`src/rtl/addr_xlate_sched.sv`:
```
// Schedules IF/MEM virtual-to-physical translation over one shared TLB port.
// kseg0/kseg1 (or everything under MAP_BYPASS) is fixed-mapped without touching the TLB.
module addr_xlate_sched #(
  parameter logic [2:0] K0_CACHED  = 3'b011,
  parameter bit         MAP_BYPASS = 1'b0
) (
  input  logic        clk,
  input  logic        rst_n,
  input  logic        flush,
  input  logic [2:0]  cfg_k0,
  input  logic        if_req_valid,
  output logic        if_req_ready,
  input  logic [31:0] if_vaddr,
  output logic        if_resp_valid,
  output logic [31:0] if_paddr,
  output logic        if_uncached,
  output logic        if_miss,
  input  logic        mem_req_valid,
  output logic        mem_req_ready,
  input  logic [31:0] mem_vaddr,
  output logic        mem_resp_valid,
  output logic [31:0] mem_paddr,
  output logic        mem_uncached,
  output logic        mem_miss,
  output logic        tlb_req_valid,
  input  logic        tlb_req_ready,
  output logic [31:0] tlb_vaddr,
  input  logic        tlb_resp_valid,
  input  logic        tlb_resp_hit,
  input  logic [31:0] tlb_resp_paddr,
  input  logic        tlb_resp_uncached
);

  typedef enum logic [2:0] {
    S_IDLE  = 3'd0,
    S_TREQ  = 3'd1,
    S_TWAIT = 3'd2,
    S_RESP  = 3'd3,
    S_DRAIN = 3'd4
  } state_t;

  state_t      state, state_nxt;
  logic        last_grant;
  logic        owner;
  logic [31:0] vaddr_q;

  logic        grant_if, grant_mem, accept;
  logic [31:0] acc_vaddr;
  logic        is_kseg, is_fixed;
  logic [31:0] fix_paddr;
  logic        fix_unc;
  logic        ld_fixed, ld_tlb, ld_owner;
  logic [31:0] res_paddr;
  logic        res_unc, res_miss;

  // Requester id encoding: 0 = IF, 1 = MEM; last_grant resets to MEM so IF wins the first tie.
  always_comb begin
    grant_if      = if_req_valid & (~mem_req_valid | last_grant);
    grant_mem     = mem_req_valid & (~if_req_valid | ~last_grant);
    if_req_ready  = (state == S_IDLE) & ~flush & grant_if;
    mem_req_ready = (state == S_IDLE) & ~flush & grant_mem;
    accept        = if_req_ready | mem_req_ready;
    acc_vaddr     = mem_req_ready ? mem_vaddr : if_vaddr;
  end

  // Fixed mapping is evaluated on the accepted address so cfg_k0 is captured at acceptance.
  always_comb begin
    is_kseg   = (acc_vaddr[31:30] == 2'b10);
    is_fixed  = MAP_BYPASS | is_kseg;
    fix_paddr = is_kseg ? {3'b000, acc_vaddr[28:0]} : acc_vaddr;
    fix_unc   = is_kseg & (acc_vaddr[29] | (cfg_k0 != K0_CACHED));
    ld_fixed  = accept & is_fixed;
    ld_tlb    = (state == S_TWAIT) & tlb_resp_valid & ~flush;
    ld_owner  = ld_fixed ? mem_req_ready : owner;
    res_paddr = ld_fixed ? fix_paddr : (tlb_resp_hit ? tlb_resp_paddr : 32'd0);
    res_unc   = ld_fixed ? fix_unc : (tlb_resp_hit & tlb_resp_uncached);
    res_miss  = ~ld_fixed & ~tlb_resp_hit;
  end

  always_comb begin
    state_nxt = state;
    case (state)
      S_IDLE:  if (accept) state_nxt = is_fixed ? S_RESP : S_TREQ;
      S_TREQ: begin
        if (flush)              state_nxt = tlb_req_ready ? S_DRAIN : S_IDLE;
        else if (tlb_req_ready) state_nxt = S_TWAIT;
      end
      S_TWAIT: begin
        if (flush)               state_nxt = tlb_resp_valid ? S_IDLE : S_DRAIN;
        else if (tlb_resp_valid) state_nxt = S_RESP;
      end
      S_RESP:  state_nxt = S_IDLE;
      S_DRAIN: if (tlb_resp_valid) state_nxt = S_IDLE;
      default: state_nxt = S_IDLE;
    endcase
  end

  always_comb begin
    tlb_req_valid  = (state == S_TREQ);
    tlb_vaddr      = vaddr_q;
    if_resp_valid  = (state == S_RESP) & ~flush & ~owner;
    mem_resp_valid = (state == S_RESP) & ~flush & owner;
  end

  // Per-requester result registers hold their value between responses.
  always_ff @(posedge clk or negedge rst_n) begin
    if (!rst_n) begin
      state        <= S_IDLE;
      last_grant   <= 1'b1;
      owner        <= 1'b0;
      vaddr_q      <= 32'd0;
      if_paddr     <= 32'd0;
      if_uncached  <= 1'b0;
      if_miss      <= 1'b0;
      mem_paddr    <= 32'd0;
      mem_uncached <= 1'b0;
      mem_miss     <= 1'b0;
    end else begin
      state <= state_nxt;
      if (accept) begin
        vaddr_q    <= acc_vaddr;
        owner      <= mem_req_ready;
        last_grant <= mem_req_ready;
      end
      if (ld_fixed | ld_tlb) begin
        if (ld_owner) begin
          mem_paddr    <= res_paddr;
          mem_uncached <= res_unc;
          mem_miss     <= res_miss;
        end else begin
          if_paddr     <= res_paddr;
          if_uncached  <= res_unc;
          if_miss      <= res_miss;
        end
      end
    end
  end

endmodule

```
`config.mk`:
```
export PLATFORM = sky130hd
export DESIGN_NAME = addr_xlate_sched
export DESIGN_NICKNAME = d
export VERILOG_FILES = /design/src/rtl/addr_xlate_sched.sv
export SDC_FILE = /design/constraint.sdc
export NUM_CORES = 1
export LEC_CHECK = 0
export BUFFER_PORTS_ARGS = -buffer_cell sky130_fd_sc_hd__buf_2
export CORE_ASPECT_RATIO = 1.1
export CORE_MARGIN = 2
export CORE_UTILIZATION = 26
export DETAILED_ROUTE_END_ITERATION = 10
export SLEW_MARGIN = 25
export SYNTH_ARGS = -nofsm -noshare
export SYNTH_HDL_FRONTEND = slang
export SYNTH_SLANG_ARGS = --single-unit
```
`constraint.sdc`:
```
create_clock -name clk -period 2.4 [get_ports clk]
set_input_delay 0.36 -clock clk [delete_from_list [all_inputs] [get_ports clk]]
set_output_delay 0.36 -clock clk [all_outputs]
set_load 0.1 [all_outputs]
```
==> impl_metrics.py, run 1 <==
metrics = {
    "synthesis": {
        "syn_area_sq_um": 4827,
        "yosys_warnings": 0,
        "synth_ff_type": "dfrtp_1",
        "yosys.cell_types.count": 33,
        "synth-async-reset-ratio_pct": 100.0,
        "ys_ff_latch": 105,
        "syn_inst": 493,
        "syn_avg_cell_area_sq_um": 9.791,
        "synth-edff-count": 0,
        "syn_nets": 601,
        "ys_seq_area_share_pct": 54.46,
    },
    "finish": {
        "syn2layout_area_growth_pct": 39.50,
        "nets": 809,
        "antennaDiodeCount": 0,
        "final_cells": 949,
        "multi_input_area_sq_um": 2071,
        "drive_gt1_share_pct": 37.68,
        "n_fill_cell": 1874,
        "register_area_sq_um": 2629,
        "fin_area_sq_um": 6734,
    },
    "floorplanning": {
        "die_x_um": 133.9,
        "core_sq_um": 18280,
        "fp.dieH_um": 146.9,
        "die_area_sq_um": 19670,
        "rows": 52,
        "initial_core_util_pct": 26.40,
        "ioPinCount": 213,
    },
    "timing": {
        "period_needed_ns": 2.232,
        "fin_crit_sh_pct": 93.02,
        "setup_tns_ns": 0,
        "tightest_slew_ns": 0.6640,
        "fin_skew_ns": 0.007059,
        "relSlewSlack_pct": 55.73,
        "setup_violations": 0,
        "rsz0062_at_grt": "false",
        "hold_viol_final": 0,
        "max_freq_mhz": 448.0,
        "drv_slew": 0,
    },
    "routing": {
        "wl_met3_um": 831,
        "drt-met1-wl_um": 6859,
        "dr.pass1.iters": 4,
        "drt_iter0_drc": 208,
        "dr_wl_met2_um": 7472,
        "highest_layer": "met4",
        "wire_per_inst_um": 16.29,
        "vias_per_cell": 4.640,
        "final_antenna_net_count": 0,
        "wl_um": 15460,
        "drc_errors": 0,
        "via_count": 4403,
    },
    "worst_setup_path": {
        "crit_fanout": 15,
        "crit_path_cell_trace": "or4_4 > nor4_1 > nor3b_2 > buf_4 > a2bb2oi_1 > o21ai_0",
        "reg2regPathDepth": 6,
        "cp.required_ns": 2.62,
        "critPathArrivalTime_ns": 2.45,
        "reg2reg_from": "state[0]$_DFFE_PN0P_",
        "crit_buf_inv": 1,
        "critPathCaptureType": "flip-flop",
        "crit_path_max_incr_delay_ns": 0.56,
        "r2r_end": "if_paddr[8]$_DFFE_PN0P_",
        "crit_path_start_kind": "flip-flop",
        "critPathKind": "flip-flop to flip-flop",
        "critPathTopFamily": "simple AND/OR/NAND/NOR gates",
        "worst-r2r-setup-slack_ns": 0.17,
        "cp_slowest_cell": "or4_4",
    },
    "global_route": {
        "antenna_found_initial": 0,
        "grt_max_degree": 49,
        "overflow": 0,
        "grt_pass1_vias": 4410,
        "grtUsageTotal_pct": 15.99,
        "grt_pass1_wl_um": 24430,
    },
    "placed_design": {
        "place_hpwl_um": 11620,
        "portBuffers": 212,
        "placed_cell_area_sq_um": 6387,
        "gp_congestion": 0.8400,
        "dp.cells": 933,
    },
    "clock_network": {
        "clk_latency_ns": 0.35,
        "cts_buffers": 9,
        "clk_pin_slew_ns": 0.07,
        "cts_tree": "yes",
        "cts_buffer_depth": 2,
        "postCtsHoldBufs": 0,
        "clock-sinks": 105,
        "htreeDepth": 3,
        "cts-resized-gates": 0,
        "root_buffer": "clkbuf_16",
        "cts_setup_buffers": 0,
    },
    "hold_path": {
        "hold_class": "input port to asynchronous set/reset pin",
    },
    "outcome": {
        "status": "finished clean",
    },
    "flow_run": {
        "maxCapViolCount": 0,
    },
}
-- how the worst max path moves through the flow --
stage / endpoint / cells past startpoint / startpoint / slack, ns
finish: if_paddr[8]$_DFFE_PN0P_ / 6 / state[0]$_DFFE_PN0P_ / 0.17
global route: mem_paddr[3]$_DFFE_PN0P_ / 6 / state[1]$_DFFE_PN0P_ / 0.0002
CTS: if_req_ready / 6 / state[0]$_DFFE_PN0P_ / 0.03
detailed placement: if_paddr[8]$_DFFE_PN0P_ / 7 / flush / 0.1
global placement: mem_paddr[17]$_DFFE_PN0P_ / 6 / flush / 0.13
floorplan: if_resp_valid / 4 / flush / 0.06
-- through the flow --
| stage | setup slack [ns] | utilization (%) | hold WS, ns |
|---|---|---|---|
| after detailed placement | 0.09693 | 34.94 | 0.4352 |
| after global placement | 0.1342 | 34.94 | 0.4278 |
| after global routing | 0.0001621 | 36.83 | 0.06412 |
| after floorplan | 0.05817 | - | 0.06441 |
| final | 0.1676 | 36.83 | 0.01770 |
| after CTS | 0.03007 | 36.78 | 0.04427 |
-- cell usage in the layout, fill, tap and decap left out, types with 3 or more instances in the layout --
| master | instances |
|---|---|
| a22oi_1 | 29 |
| a2bb2oi_1 | 29 |
| buf_12 | 10 |
| buf_2 | 209 |
| buf_4 | 16 |
| clkbuf_16 | 9 |
| dfrtp_1 | 104 |
| inv_1 | 5 |
| mux2i_1 | 31 |
| nand2_1 | 111 |
| nand3_1 | 3 |
| nor2_1 | 8 |
| o21ai_0 | 94 |
| o21ai_1 | 7 |
| o21ai_4 | 3 |
| o31ai_1 | 4 |
-- cells in the mapped netlist, types with 3 or more instances --
cell       number  share of area [%]
a22oi_1        29                4.5
o31ai_1         4               0.62
nor2_1          8               0.62
o21ai_0        96                 10
inv_1           6               0.47
o21ai_1         8               0.83
mux2i_1        31                6.4
clkbuf_1       28                2.2
dfrtp_1       104                 54
buf_2           3               0.31
buf_6           4               0.93
a2bb2oi_1      29                5.3
nand3_1         3               0.31
nand2_1       112                8.7
-- logic make-up (layout without fill, tap and decap cells) --
| family | count (synthesis) | count (layout) | synth area share (%) |
|---|---|---|---|
| multiplexers | 32 | 32 | 6.662 |
| buffers and inverters | 44 | 257 | 4.147 |
| AO/OA/AOI/OAI | 175 | 175 | 22.81 |
| AND/OR/NAND/NOR | 137 | 137 | 11.92 |
| flip-flops | 105 | 105 | 54.46 |
-- worst reg2reg max path: stages, from the launching register on --
cell and delay (ns):
dfrtp_1 0.38, or4_4 0.56, nor4_1 0.46, nor3b_2 0.13
buf_4 0.24, a2bb2oi_1 0.23, o21ai_0 0.11
-- registers in the layout (all words and copies together), names as in the netlist, 3 cells and up --
register   flops
mem_paddr     32
if_paddr      32
state          3
tlb_vaddr     32
-- layout make-up --
| type | count | area share, % |
|---|---|---|
| clock buffer | 11 | 3.753 |
| clock inverter | 5 | 1.263 |
| tap | 243 | 4.515 |
| sequential | 105 | 39.04 |
| timing repair buffer | 235 | 20.29 |
| inverter | 6 | 0.3902 |
| multi-input combinational | 344 | 30.75 |
-- per-layer routing --
layer	global-route usage, %	vias up
li1	-	2162
met1	20.85	2077
met2	26.05	142
met3	3.934	22
met4	5.266	0
met5	0	-
Power of run 1 is not shown: default switching activity piles up to over one toggle a cycle in this logic, so the estimate is an artifact.
==> inputs of run 2 (changes only) <==
--- a/config.mk
+++ b/config.mk
@@ -5,6 +5,7 @@
 export SDC_FILE = /design/constraint.sdc
 export NUM_CORES = 1
 export LEC_CHECK = 0
+export ABC_AREA = 1
 export BUFFER_PORTS_ARGS = -buffer_cell sky130_fd_sc_hd__buf_2
 export CORE_ASPECT_RATIO = 1.1
 export CORE_MARGIN = 2
==> run 2 against run 1 <==
  * Routed wire length rose by 22%
  * Clock skew is 0.0044 ns higher
  * Worst hold slack better by 0.22 ns
  * Largest cell class unchanged
  * Utilization decreased by 2.0 points
  * Final area is 10% higher
  * Worst setup slack better by 0.018 ns
  * Synthesized area up 16%
  * First-iteration DRC count grew 47%
  * Final cell count up 36%
  * Register-to-register slack better by 0.10 ns
  * Highest routed layer unchanged
==> impl_metrics.py, run 2 <==
metrics = {
    "timing": {
        "fin_skew_ns": 0.01148,
        "tightest_slew_ns": 0.5294,
        "relSlewSlack_pct": 64.95,
        "period_needed_ns": 2.214,
        "fin_crit_sh_pct": 92.26,
        "hold_viol_final": 0,
        "drv_slew": 0,
        "setup_violations": 0,
        "rsz0062_at_grt": "false",
        "max_freq_mhz": 451.6,
        "setup_tns_ns": 0,
    },
    "clock_network": {
        "cts_tree": "yes",
        "cts_buffers": 9,
        "clk_pin_slew_ns": 0.08,
        "cts_setup_buffers": 0,
        "clock-sinks": 105,
        "htreeDepth": 3,
        "clk_latency_ns": 0.35,
        "cts_buffer_depth": 2,
        "root_buffer": "clkbuf_16",
    },
    "floorplanning": {
        "initial_core_util_pct": 26.39,
        "ioPinCount": 213,
        "core_sq_um": 21300,
        "die_area_sq_um": 22810,
        "fp.dieH_um": 158.2,
        "die_x_um": 144.2,
        "rows": 56,
    },
    "synthesis": {
        "synth-async-reset-ratio_pct": 100.0,
        "syn_inst": 796,
        "ys_seq_area_share_pct": 46.77,
        "syn_nets": 904,
        "synth_area_leaders": "dfrtp_1, nand2_1, nand3_1",
        "yosys.cell_types.count": 26,
        "yosysMostFrequentCell": "nand2_1",
        "synth_area_leader_cell": "dfrtp_1",
        "synth_commonest_cells": "nand2_1, dfrtp_1, nand3_1",
        "syn_area_sq_um": 5620,
        "synth_top_area_share_pct": 46.30,
        "synth_ff_type": "dfrtp_1",
        "synth-edff-count": 0,
        "yosys_warnings": 0,
        "syn_avg_cell_area_sq_um": 7.061,
        "ys_ff_latch": 105,
    },
    "outcome": {
        "status": "finished clean",
    },
    "global_route": {
        "grtUsageTotal_pct": 16.83,
        "grt_pass1_wl_um": 29520,
        "antenna_found_initial": 1,
        "grt_pass1_vias": 5642,
        "overflow": 0,
        "grt_max_degree": 53,
    },
    "finish": {
        "syn2layout_area_growth_pct": 32.17,
        "final_cell_mix": "nand2_1, buf_2, dfrtp_1",
        "drive_gt1_share_pct": 27.02,
        "nets": 1107,
        "layout_commonest_cell": "nand2_1",
        "multi_input_area_sq_um": 2504,
        "n_fill_cell": 2368,
        "register_area_sq_um": 2629,
    },
    "routing": {
        "wire_per_inst_um": 14.63,
        "dr.pass1.iters": 4,
        "wl_um": 18930,
        "via_count": 5644,
        "final_antenna_net_count": 0,
        "vias_per_cell": 4.362,
        "drc_errors": 0,
        "drt_iter0_drc": 305,
    },
    "placed_design": {
        "place_hpwl_um": 14290,
        "portBuffers": 212,
        "gp_congestion": 0.8047,
    },
    "flow_run": {
        "maxCapViolCount": 0,
    },
    "worst_setup_path": {
        "reg2reg_from": "state[1]$_DFFE_PN0P_",
        "crit_path_start_kind": "flip-flop",
        "critPathArrivalTime_ns": 1.85,
        "critPathLaunch": "state[1]$_DFFE_PN0P_",
        "critPathCaptureType": "output port",
        "crit_fanout": 32,
        "cp.required_ns": 2.04,
        "critPathKind": "flip-flop to output port",
    },
    "hold_path": {
        "hold_class": "input port to flip-flop",
        "hold_start": "tlb_req_ready",
    },
}
-- run 2: cell count changes after synthesis, moves of 7 or more --
| cell | before | now |
|---|---|---|
| mux2i_1 | 31 | 0 |
| nor2_1 | 8 | 56 |
| buf_4 | 0 | 7 |
| nand2_1 | 112 | 366 |
| buf_2 | 3 | 27 |
| inv_1 | 6 | 71 |
| a22oi_1 | 29 | 0 |
| clkbuf_1 | 28 | 10 |
| o21bai_1 | 0 | 19 |
| o21ai_0 | 96 | 38 |
| nand3_1 | 3 | 73 |
| o21ai_1 | 8 | 1 |
| a2bb2oi_1 | 29 | 0 |
-- run 2: cells by family (layout without fill, tap and decap cells) --
family,count (synthesis),in the layout,synth area share [%]
AOI/OAI and AO/OA,64,64,7.012
buffers and inverters,118,325,9.216
DFF,105,105,46.77
other,0,1,0
and+or+nand+nor,509,509,37.00
-- run 2: critical path: stages, from the launching register on --
cell	delay (ns)
dfrtp_1	0.48
nor2_4	0.17
nand2_4	0.17
nor2_4	0.16
buf_6	0.29
buf_12	0.22
-- run 2: layout make-up --
class                   instances  area share, %
diodes                          1        0.03369
multi-input cells             573          33.70
repair buffers                238          18.07
clock buffers                  10          3.217
clock inverters                 5          1.061
well taps                     290          4.885
flip-flops and latches        105          35.39
inverters                      72          3.638
-- run 2: what timing repair did --
action | CTS | global route
setup endpoints to repair | 0 | 8
hold buffers | 1 | 0
endpoints found under the hold margin | 25 | 0
resized for setup | 0 | 2
-- run 2: final timing paths --
kind                            depth (start not counted)                         to  slack [ns]
worst max-delay path                                    5              mem_req_ready        0.19
worst min-delay path                                    2       state[0]$_DFFE_PN0P_        0.23
worst max register to register                         10  mem_paddr[14]$_DFFE_PN0P_        0.27
worst min register to register                          2   mem_paddr[0]$_DFFE_PN0P_        0.47
max in group asynchronous                               3  tlb_vaddr[16]$_DFFE_PN0P_        1.27
min in group asynchronous                               2       state[2]$_DFFE_PN0P_        0.48
-- run 2: per-stage QoR --
step                instance area [sq um]  setup slack (ns)  hold WS, ns  utilization (%)  instances
floorplan                            5634            0.1012      0.06441                -        796
global placement                     7086            0.2679       0.3226            33.26       1277
detailed placement                   7086            0.2037       0.3288            33.26       1277
CTS                                  7413           0.06297       0.2243            34.80       1293
global route                         7428           0.02673       0.2494            34.87       1294
finish                               7428            0.1857       0.2336            34.87       1294
-- run 2: layer usage --
metal,GRT usage (%),wire length [um],share of wire [%]
met3,2.632,863,4.6
met2,29.80,9506,50
met5,0,0,0
met1,21.03,8264,44
met4,5.224,293,1.5
Power of run 2 is left out for the same reason.
